$ cat src/rtl/motor_pkg.sv
// Shared definitions for the rover drive-motor control blocks:
// controller state encoding, direction codes and timer width.
package motor_pkg;

    typedef enum logic [2:0] {
        IDLE    = 3'd0,
        DRIVE   = 3'd1,
        COAST   = 3'd2,
        FAULT   = 3'd3,
        LOCKOUT = 3'd4
    } motor_state_t;

    localparam logic DIR_FWD = 1'b0;
    localparam logic DIR_REV = 1'b1;

    localparam int TIMER_W = 20;

endpackage

$ cat src/rtl/ocp_filter.sv
// Overcurrent flag conditioning: 2-FF synchronizer followed by a run-length
// counter, so only OCP_FILT consecutive synchronized lows raise trip.
module ocp_filter #(
    parameter int OCP_FILT = 4
) (
    input  logic clk,
    input  logic reset,
    input  logic ocp_n,
    output logic trip
);

    localparam int CNT_W = (OCP_FILT > 1) ? $clog2(OCP_FILT) : 1;
    localparam logic [CNT_W-1:0] CNT_MAX = CNT_W'(OCP_FILT - 1);

    logic             sync1_reg;
    logic             sync2_reg;
    logic [CNT_W-1:0] cnt_reg;

    // Synchronizer resets to the inactive (high) level so reset never trips.
    always_ff @(posedge clk or negedge reset) begin
        if (!reset) begin
            sync1_reg <= 1'b1;
            sync2_reg <= 1'b1;
            cnt_reg   <= '0;
        end else begin
            sync1_reg <= ocp_n;
            sync2_reg <= sync1_reg;
            if (sync2_reg) begin
                cnt_reg <= '0;
            end else if (cnt_reg != CNT_MAX) begin
                cnt_reg <= cnt_reg + CNT_W'(1);
            end
        end
    end

    // cnt_reg holds the lows seen before the current one, hence the -1 ceiling.
    assign trip = ~sync2_reg && (cnt_reg == CNT_MAX);

endmodule

$ cat src/rtl/hbridge_dir_ctrl.sv
// Steers one PWM stream onto the IN1/IN2 pins of an H-bridge, with coast
// dead-time on reversal/stop and overcurrent fault retry/lockout handling.
module hbridge_dir_ctrl
    import motor_pkg::*;
#(
    parameter logic [TIMER_W-1:0] DEADTIME_CYC = 20'd500000,
    parameter logic [TIMER_W-1:0] FAULT_HOLD   = 20'd1000000,
    parameter int                 OCP_FILT     = 4,
    parameter int                 MAX_RETRY    = 3
) (
    input  logic clk,
    input  logic reset,
    input  logic pwm_in,
    input  logic enable,
    input  logic dir_cmd,
    input  logic ocp_n,
    output logic in1,
    output logic in2,
    output logic busy,
    output logic fault,
    output logic lockout
);

    localparam logic [2:0] RETRY_LIMIT = 3'(MAX_RETRY);

    logic trip;

    ocp_filter #(
        .OCP_FILT (OCP_FILT)
    ) u_ocp_filter (
        .clk   (clk),
        .reset (reset),
        .ocp_n (ocp_n),
        .trip  (trip)
    );

    motor_state_t       state_reg, state_next;
    motor_state_t       coast_to_reg, coast_to_next;
    logic               cur_dir_reg, cur_dir_next;
    logic [2:0]         retry_reg, retry_next;
    logic [TIMER_W-1:0] timer_reg, timer_next;
    logic               dead_done;
    logic               hold_done;

    assign dead_done = (timer_reg == DEADTIME_CYC - TIMER_W'(1));
    assign hold_done = (timer_reg == FAULT_HOLD - TIMER_W'(1));

    always_comb begin
        state_next    = state_reg;
        coast_to_next = coast_to_reg;
        cur_dir_next  = cur_dir_reg;
        retry_next    = retry_reg;

        case (state_reg)
            IDLE: begin
                if (enable) begin
                    state_next   = DRIVE;
                    cur_dir_next = dir_cmd;
                end
            end
            // Ordering below encodes trip > stop > reversal.
            DRIVE: begin
                if (trip) begin
                    state_next = FAULT;
                end else if (!enable) begin
                    state_next    = COAST;
                    coast_to_next = IDLE;
                end else if (dir_cmd != cur_dir_reg) begin
                    state_next    = COAST;
                    coast_to_next = DRIVE;
                end
            end
            COAST: begin
                if (trip) begin
                    state_next = FAULT;
                end else if (dead_done) begin
                    if (coast_to_reg == DRIVE && enable) begin
                        state_next   = DRIVE;
                        cur_dir_next = dir_cmd;
                    end else begin
                        state_next = IDLE;
                        retry_next = '0;
                    end
                end
            end
            FAULT: begin
                if (hold_done) begin
                    if (retry_reg == RETRY_LIMIT) begin
                        state_next = LOCKOUT;
                    end else begin
                        state_next    = COAST;
                        coast_to_next = IDLE;
                    end
                end
            end
            LOCKOUT: begin
                if (!enable) begin
                    state_next = IDLE;
                    retry_next = '0;
                end
            end
            default: begin
                state_next = IDLE;
            end
        endcase

        if (state_next == FAULT && state_reg != FAULT) begin
            retry_next = retry_reg + 3'd1;
        end

        // Timer restarts on every state change and saturates instead of wrapping.
        if (state_next != state_reg) begin
            timer_next = '0;
        end else if (&timer_reg) begin
            timer_next = timer_reg;
        end else begin
            timer_next = timer_reg + TIMER_W'(1);
        end
    end

    // Outputs are decoded from the next state so they line up with state_reg.
    always_ff @(posedge clk or negedge reset) begin
        if (!reset) begin
            state_reg    <= IDLE;
            coast_to_reg <= IDLE;
            cur_dir_reg  <= DIR_FWD;
            retry_reg    <= '0;
            timer_reg    <= '0;
            in1          <= 1'b0;
            in2          <= 1'b0;
            busy         <= 1'b0;
            fault        <= 1'b0;
            lockout      <= 1'b0;
        end else begin
            state_reg    <= state_next;
            coast_to_reg <= coast_to_next;
            cur_dir_reg  <= cur_dir_next;
            retry_reg    <= retry_next;
            timer_reg    <= timer_next;
            in1          <= pwm_in && (state_next == DRIVE) && (cur_dir_next == DIR_FWD);
            in2          <= pwm_in && (state_next == DRIVE) && (cur_dir_next == DIR_REV);
            busy         <= (state_next == COAST);
            fault        <= (state_next == FAULT) || (state_next == LOCKOUT);
            lockout      <= (state_next == LOCKOUT);
        end
    end

endmodule
$ cat config.mk
export PLATFORM = sky130hd
export DESIGN_NAME = hbridge_dir_ctrl
export DESIGN_NICKNAME = d
export VERILOG_FILES = /design/src/rtl/motor_pkg.sv /design/src/rtl/ocp_filter.sv /design/src/rtl/hbridge_dir_ctrl.sv
export SDC_FILE = /design/constraint.sdc
export NUM_CORES = 1
export LEC_CHECK = 0
export ABC_AREA = 1
export BUFFER_PORTS_ARGS = -buffer_cell sky130_fd_sc_hd__buf_4
export CAP_MARGIN = 5
export CORE_AREA = 10 10 104 106
export DETAILED_ROUTE_END_ITERATION = 12
export DIE_AREA = 0 0 114 116
export GPL_TIMING_DRIVEN = 0
export SYNTH_ARGS = -nofsm -noshare
export SYNTH_HDL_FRONTEND = slang
export SYNTH_SLANG_ARGS = --single-unit
$ cat constraint.sdc
create_clock -name clk -period 2.38 [get_ports clk]
set_clock_uncertainty 0.05 [all_clocks]
set_input_delay 0.714 -clock clk [delete_from_list [all_inputs] [get_ports clk]]
set_output_delay 0.714 -clock clk [all_outputs]
set_load 0.03 [all_outputs]
==> results.toml, run 1 <==
[run_status]
outcome = "finished clean"

[global_routing]
grt_pass1_vias = 1932
gr-total-overflow = 0
antenna_found_initial = 0
grt_max_degree = 38
grtUsageTotal_pct = 7.99
grt_pass1_wl_um = 8690

[sta]
setup_viol = 0
max_clock_freq_mhz = 467
relSlewSlack_pct = 68.6
rsz0062_at_grt = "no"
slew_violations = 0
fin_hold_ws_ps = 307
tns_ps = 0
finalHoldViolCount = 0
period_share_pct = 89.9
worst_pin_slew_ps = 470
fin_crit_ps = 2140

[route]
ant_nets = 0
vias_per_cell = 4.64
drc = 0
dr.first_iter.drc_count = 88
routed_wl_um = 4990
wl_per_cell_um = 11.9
route.vias.total = 1938
dr.pass1.iters = 4

[synthesis]
synthSimpleGateAreaFrac_pct = 36.0
synthAdderAreaFrac_pct = 2.26
synth_top_family_by_area = "simple AND/OR/NAND/NOR gates"
synth-xor-area-share_pct = 3.96
synth-seq-area-share_pct = 42.0
synthDistinctLibCells = 33
netlist_top_cells_area = "dfrtp_1 40%, nand2_1 9.3%, nor2_1 9.0%, nand3_1 6.8%, inv_1 5.9%"
synthArstFlopShare_pct = 100
ys_warn_count = 0
synth_top_area_share_pct = 39.6
synth-compound-area-share_pct = 7.75
synth_edf_count = 0
syn_inst = 292
syn_avg_cell_area_um2 = 7.57
synthMuxAreaShare_pct = 0
syn_area_um2 = 2210
synth_top_area_cell = "dfrtp_1"
ys_seq_elements = 37
synth_flop_cell = "dfrtp_1"
synth_fp_nets = 302

[layout]
largest_reg_flops = 20
layout_common_cells = "55 x nand2_1, 52 x nor2_1, 35 x inv_1, 35 x dfrtp_1, 29 x nand3_1"
area_delta_synth_final_pct = 13.6
nNetsFinal = 319
ff_latch_area_um2 = 928
antennaDiodeCount = 0
drive_above_1_share_pct = 14.2
multiInputGateArea_um2 = 1110
final_common_cell = "nand2_1"
fill_cells = 958

[clock_network]
postCtsSetupRepairBufs = 0
clock_path_buffers = 2
cts_tree = "built"
clkSlewWorstSetupHoldPaths_ps = 70
insertion_delay_ps = 300
h-tree-depth = 2
cts_buffers = 5
cts_root_buffer = "clkbuf_8"
clock-sinks = 37

[floorplan]
core_um2 = 8680
start_util_pct = 25.5
die_w_um = 114
io_pins = 11
die-area_um2 = 13200
fp-row-count = 34
die_y_um = 116

[pwr]
switching_share_pct = 41.0
power_frac_seq_pct = 39.0
ir_worst_vdd_mv = 0.309
cellPowerDensity_nw_per_um2 = 813
leakage_nw = 1.19
switching_power_uw = 838
p_clk_share_pct = 21.3
internal_power_mw = 1.20
combPwrFrac_pct = 39.7

[worst_setup_path]
reg2reg_slack_ps = 240
cp.required_ps = 2510
crit_fanout = 10
crit_type = "flop to flop"
critPathArrivalTime_ps = 2270
cp-start-kind = "flop"
cp-end-kind = "flop"

[placed_design]
numPortBuffers = 10
gp_congestion = 0.927
dp_hpwl_um = 3780

[worst_hold_path]
hp-class = "flop to flop"

[flow_run]
max-cap-violations = 0
## logic make-up after synthesis
family          after synthesis
simple gates                168
flops                        37
compound gates               30
xor+xnor                     10
fa+ha+maj                     4
buf+inv                      43
## metal layers
layer | share of wire (%) | GRT usage (%) | wire [um] | vias to the layer above
met5 | 0 | 0 | 0 | -
li1 | - | - | - | 982
met3 | 3.2 | 1.86 | 162 | 10
met2 | 46 | 12.8 | 2280 | 38
met1 | 48 | 9.47 | 2400 | 908
met4 | 2.9 | 5.01 | 144 | 0
## final cells by class
class	instances	share of cell area, %
clock inverters	2	0.399
well taps	108	5.38
inverters	38	5.68
multi-input cells	212	44.3
flip-flops and latches	37	37.0
plain buffers	5	1.35
repair buffers	10	2.99
clock buffers	6	2.89
## power groups by stage
stage               Combinational, mW  Clock (mW)  Sequential, mW
finish                          0.810       0.435           0.797
detailed placement              0.808           0           0.810
global placement                0.792           0           0.805
CTS                             0.811       0.449           0.798
global route                    0.918       0.471           0.812
floorplan                       0.554           0           0.838
## worst paths after layout
path,from,end,depth (start not counted)
setup / recovery,timer_reg[0],timer_reg[6],11
hold / removal,u_ocp_filter.sync1_reg,u_ocp_filter.sync2_reg,0
setup reg to reg,timer_reg[0],timer_reg[6],11
hold reg to reg,u_ocp_filter.sync1_reg,u_ocp_filter.sync2_reg,0
max in group asynchronous,reset,u_ocp_filter.sync1_reg,1
min in group asynchronous,reset,timer_reg[16],1
## worst max-delay path: stages (launching register included)
cell	delay, ps
dfrtp_1	410
ha_1	260
nand3_1	150
nor2_1	140
nand3_1	150
o21ai_1	220
nand3_2	150
nand2_1	90
nand2_1	60
nand3_2	80
buf_4	190
nor2_1	60
## through the flow
step / setup WS (ps) / std cells / utilization (%) / area (um2) / total power, mW
after floorplan: 559 / 292 / - / 2210 / 1.39
after global placement: 254 / 410 / 27.9 / 2420 / 1.60
after CTS: 225 / 418 / 28.8 / 2500 / 2.06
after detailed placement: 239 / 410 / 27.9 / 2420 / 1.62
after global routing: 28.2 / 418 / 28.9 / 2510 / 2.20
final: 241 / 418 / 28.9 / 2510 / 2.04
## timing repair
action,in CTS,in global routing
hold buffers,0,0
resized for setup,0,2
setup endpoints to repair,0,4
## Yosys cell counts, types with 3 or more instances
cell type  number
a21oi_1         5
buf_2           3
dfrtp_1        35
ha_1            4
inv_1          35
inv_2           3
nand2_1        55
nand2_2         3
nand3_1        30
nand3_2         3
nand4_1        11
nor2_1         53
nor3_1          5
o21ai_0        14
o21ai_1         3
xnor2_1         3
xor2_1          7
Power figures use the tool's default switching activity.
==> inputs of run 2 (changes only) <==
--- a/config.mk
+++ b/config.mk
@@ -5,12 +5,11 @@
 export SDC_FILE = /design/constraint.sdc
 export NUM_CORES = 1
 export LEC_CHECK = 0
-export ABC_AREA = 1
 export BUFFER_PORTS_ARGS = -buffer_cell sky130_fd_sc_hd__buf_4
 export CAP_MARGIN = 5
-export CORE_AREA = 10 10 104 106
+export CORE_AREA = 10 10 100 102
 export DETAILED_ROUTE_END_ITERATION = 12
-export DIE_AREA = 0 0 114 116
+export DIE_AREA = 0 0 110 112
 export GPL_TIMING_DRIVEN = 0
 export SYNTH_ARGS = -nofsm -noshare
 export SYNTH_HDL_FRONTEND = slang
==> results.toml, run 2 <==
[clock_network]
cts_root_buffer = "clkbuf_8"
cts_buffers = 5
cts_hold_buffers = 0
h-tree-depth = 2
clock-sinks = 37
clkSlewWorstSetupHoldPaths_ps = 70
insertion_delay_ps = 290
clock_path_buffers = 2
cts_tree = "built"

[sta]
rsz0062_at_grt = "yes"
setup_viol = 11
fin_crit_ps = 2480
finalHoldViolCount = 0
worst_pin_slew_ps = 490
period_share_pct = 104
setup_ws_ps = -96.9
fin_hold_ws_ps = 307
relSlewSlack_pct = 67.0
slew_violations = 0
max_clock_freq_mhz = 404
tns_ps = -695

[synthesis]
synthArstFlopShare_pct = 100
ys_warn_count = 0
netlist_top_cells_area = "dfrtp_1 43%, nor2_1 6.0%, xor2_1 5.6%, nand2_1 3.3%, nand3_1 3.2%"
synth_flop_cell = "dfrtp_1"
synthDistinctLibCells = 45
syn_inst = 211
synth_fp_nets = 221
ys_top_cells_by_count = "35 x dfrtp_1, 33 x nor2_1, 18 x nand2_1, 13 x nand3_1, 13 x xor2_1"
synth_edf_count = 0
synth_top_area_cell = "dfrtp_1"
ys_seq_elements = 37
synth_top_area_share_pct = 42.7
syn_avg_cell_area_um2 = 9.71
syn_area_um2 = 2050
yosysMostFrequentCell = "dfrtp_1"
synth-seq-area-share_pct = 45.3

[worst_setup_path]
r2r_start = "timer_reg[6]"
reg2regPathDepth = 7
crit_fanout = 5
crit_family = "simple AND/OR/NAND/NOR gates"
crit_buf_inv = 2
cp.required_ps = 2480
slowest_stage = "or4_4"
crit_type = "flop to flop"
path_cells = "or4_4 -> nor4b_4 -> buf_4 -> a31oi_1 -> o211ai_1 -> buf_4 -> a211oi_1"
reg2reg_to = "timer_reg[18]"
critPathArrivalTime_ps = 2570
crit_path_max_incr_delay_ps = 560
crit_top_cell = "buf_4"
reg2reg_slack_ps = -100
cp-start-kind = "flop"
cp-end-kind = "flop"

[layout]
final_common_cell = "dfrtp_1"
final_core_util_pct = 31.1
area_delta_synth_final_pct = 22.0
drive_above_1_share_pct = 21.8
nNetsFinal = 248
finalNonFillerCells = 344
fill_cells = 841
layout_common_cells = "35 x dfrtp_1, 31 x nor2_1, 19 x buf_4, 18 x nand2_1, 13 x xor2_1"
largest_reg_flops = 20
antennaDiodeCount = 0

[route]
dr.first_iter.drc_count = 86
routed_wl_um = 4340
dr.pass1.iters = 4
vias_per_cell = 4.71
ant_nets = 0
wl_per_cell_um = 12.6
drc = 0
route.vias.total = 1619

[pwr]
power_frac_seq_pct = 40.2
ir_worst_vdd_mv = 0.258
p_clk_share_pct = 26.9
total_power_mw = 2.10
switching_share_pct = 34.2
combPwrFrac_pct = 32.9
cellPowerDensity_nw_per_um2 = 839
leakage_nw = 1.09
internal_power_mw = 1.38
switching_power_uw = 717

[floorplan]
die_w_um = 110
fp-row-count = 33
io_pins = 11
start_util_pct = 25.5
die_y_um = 112
die-area_um2 = 12300
core_um2 = 8050

[placed_design]
dp_cells = 326
gp_congestion = 0.899
dp_hpwl_um = 3000
numPortBuffers = 10

[run_status]
outcome = "complete, but fails checks"
violations = "setup timing"

[global_routing]
grtUsageTotal_pct = 7.31
gr-total-overflow = 0
grt_max_degree = 38
antenna_found_initial = 0
grt_pass1_wl_um = 7480
grt_pass1_vias = 1567

[worst_hold_path]
min-delay-start = "u_ocp_filter.sync1_reg"
holdPathStages = 0
hp-class = "flop to flop"
min_to = "u_ocp_filter.sync2_reg"

[flow_run]
max-cap-violations = 0
==> run 2: how the worst max path moves through the flow <==
stage,start,end,slack [ps],cells past startpoint
after floorplan,timer_reg[6],in1,30,6
after global placement,dir_cmd,timer_reg[16],-230,7
after detailed placement,dir_cmd,timer_reg[16],-260,7
after CTS,timer_reg[6],in1,-100,6
after global routing,timer_reg[6],timer_reg[18],-200,7
final,timer_reg[6],timer_reg[18],-100,7
==> run 2: what timing repair did <==
item | 4_1_cts | 5_1_grt
setup endpoints to repair | 23 | 25
pin swaps | 2 | 10
cloned | 0 | 1
resized for setup | 3 | 12
buffers inserted | 6 | 3
==> run 2: final cells by class <==
cell class / instances / area, um2 / share of cell area (%)
buffer: 5 / 27.5 / 1.10
clock buffer: 7 / 86.3 / 3.45
clock inverter: 1 / 30.0 / 1.20
inverter: 10 / 40.0 / 1.60
multi-input combinational: 159 / 1110 / 44.4
sequential: 37 / 928 / 37.1
tap: 105 / 131 / 5.25
timing repair buffer: 20 / 148 / 5.90
==> run 2: metal layers <==
layer	up-vias	share of wire, %	global-route usage (%)
li1	802	-	-
met5	-	0	0
met3	5	4.7	2.19
met1	775	47	9.25
met2	37	47	11.6
met4	0	0.78	2.08
==> run 2: logic make-up (layout without fill, tap and decap cells) <==
family                   after synthesis  after routing  synth area share (%)
AO/OA/AOI/OAI                         29             29                  10.4
XOR/XNOR                              19             19                  8.12
adder cells (fa/ha/maj)                4              4                  2.44
buffers and inverters                 15             43                  3.17
flip-flops                            37             37                  45.3
multiplexers                           6              6                  2.99
AND/OR/NAND/NOR                      101            101                  27.5
==> run 2: through the flow <==
step                cell area, um2  worst slack (ps)
finish                        2500             -96.9
global route                  2500              -204
CTS                           2430             -99.1
detailed placement            2260              -259
global placement              2260              -230
floorplan                     2050              34.1
==> run 2: power groups by stage <==
stage	Combinational, mW	Clock (mW)	Sequential, mW
after floorplan	0.398	0	0.878
after global placement	0.569	0	0.858
after detailed placement	0.580	0	0.861
after CTS	0.644	0.580	0.843
after global routing	0.773	0.606	0.858
final	0.690	0.565	0.843
==> inputs of run 3 (changes only) <==
--- a/config.mk
+++ b/config.mk
@@ -11,6 +11,7 @@
 export DETAILED_ROUTE_END_ITERATION = 12
 export DIE_AREA = 0 0 110 112
 export GPL_TIMING_DRIVEN = 0
+export RECOVER_POWER = 50
 export SYNTH_ARGS = -nofsm -noshare
 export SYNTH_HDL_FRONTEND = slang
 export SYNTH_SLANG_ARGS = --single-unit
==> results.toml, run 3 (same netlist as run 2, synthesis figures left out) <==
[route]
routed_wl_um = 4310
wl_per_cell_um = 12.5
ant_nets = 0
dr.pass1.iters = 4
drc = 0
dr.first_iter.drc_count = 70
vias_per_cell = 4.69
route.vias.total = 1613

[run_status]
violations = "setup timing"
outcome = "complete, but fails checks"

[pwr]
switching_share_pct = 34.1
cellPowerDensity_nw_per_um2 = 838
p_clk_share_pct = 26.9
power_frac_seq_pct = 40.2
ir_worst_vdd_mv = 0.257
leakage_nw = 1.09
internal_power_mw = 1.38
switching_power_uw = 714
combPwrFrac_pct = 32.8

[worst_setup_path]
cp-end-kind = "flop"
critPathArrivalTime_ps = 2560
path_cells = "or4_4 -> nor4b_4 -> buf_4 -> nand3_2 -> a221o_1 -> o211ai_1 -> buf_4 -> a211oi_1"
cp-start-kind = "flop"
crit_top_cell = "buf_4"
crit_type = "flop to flop"
slowest_stage = "or4_4"
crit_path_max_incr_delay_ps = 560
crit_family = "simple AND/OR/NAND/NOR gates"
crit_buf_inv = 2
cp.required_ps = 2470
crit_fanout = 5

[sta]
max_clock_freq_mhz = 406
fin_crit_ps = 2460
rsz0062_at_grt = "yes"
slew_violations = 0
setup_ws_ps = -83.3
finalHoldViolCount = 0
relSlewSlack_pct = 38.8
fin_hold_ws_ps = 307
setup_viol = 10
worst_pin_slew_ps = 918
period_share_pct = 103

[placed_design]
post-place-ws_ps = -259
gp_congestion = 0.899
numPortBuffers = 10
dp_hpwl_um = 3000
dp_cells = 326
placed_cell_area_um2 = 2260

[clock_network]
clock_path_buffers = 2
clkSlewWorstSetupHoldPaths_ps = 70
cts_root_buffer = "clkbuf_8"
h-tree-depth = 2
insertion_delay_ps = 290
clock-sinks = 37
cts_tree = "built"
cts_hold_buffers = 0
cts_buffers = 5

[floorplan]
die_w_um = 110
die_y_um = 112
die-area_um2 = 12300
core_um2 = 8050
io_pins = 11
fp-row-count = 33
start_util_pct = 25.5

[global_routing]
grt_pass1_vias = 1567
antenna_found_initial = 0
grt_max_degree = 38
gr-total-overflow = 0
grtUsageTotal_pct = 7.31
grt_pass1_wl_um = 7480

[layout]
final_core_util_pct = 31.0
largest_reg_flops = 20
ff_latch_area_um2 = 928
design_area_um2 = 2500
layout_common_cells = "35 x dfrtp_1, 31 x nor2_1, 18 x nand2_1, 17 x buf_4, 13 x xor2_1"
fill_cells = 842
drive_above_1_share_pct = 21.8
final_common_cell = "dfrtp_1"
area_delta_synth_final_pct = 21.9
antennaDiodeCount = 0
nNetsFinal = 248
multiInputGateArea_um2 = 1110
finalNonFillerCells = 344

[flow_run]
max-cap-violations = 0

[worst_hold_path]
hp-class = "flop to flop"
[run 3: power by group through the flow]
stage          sequential (mW)  clock [mW]  combinational, mW
2_1_floorplan            0.878           0              0.398
3_3_place_gp             0.858           0              0.569
3_5_place_dp             0.861           0              0.580
4_1_cts                  0.843       0.580              0.644
5_1_grt                  0.858       0.606              0.773
6_report                 0.843       0.564              0.688
[run 3: final cells by class]
cell class	count	share of cell area, %
Multi-Input combinational cell	159	44.4
Sequential cell	37	37.2
Timing Repair Buffer	20	5.81
Tap cell	105	5.26
Clock buffer	7	3.46
Inverter	10	1.60
Clock inverter	1	1.20
Buffer	5	1.10
[run 3: what timing repair did]
item | CTS | global route
setup endpoints to repair | 23 | 25
cloned | 0 | 1
pin swaps | 2 | 10
resized for setup | 3 | 12
buffers inserted | 6 | 3
[run 3: per-layer routing]
| layer | vias up | GRT usage (%) | share of wire (%) |
|---|---|---|---|
| met4 | 0 | 2.08 | 0.67 |
| met5 | - | 0 | 0 |
| li1 | 802 | - | - |
| met3 | 4 | 2.19 | 4.4 |
| met1 | 774 | 9.25 | 48 |
| met2 | 33 | 11.6 | 47 |
[run 3: worst paths after layout]
kind,startpoint,end,slack [ps],cells after the start
max,timer_reg[6],timer_reg[18],-80,8
min,u_ocp_filter.sync1_reg,u_ocp_filter.sync2_reg,310,0
max reg2reg,timer_reg[6],timer_reg[18],-80,8
min reg2reg,u_ocp_filter.sync1_reg,u_ocp_filter.sync2_reg,310,0
max in group asynchronous,reset,lockout,1210,1
min in group asynchronous,reset,retry_reg[1],500,1
[run 3: metrics by stage]
stage	power, mW	TNS (ps)
2_1_floorplan	1.28	0
3_3_place_gp	1.43	-3840
3_5_place_dp	1.44	-3920
4_1_cts	2.07	-108
5_1_grt	2.24	-1960
6_report	2.09	-558
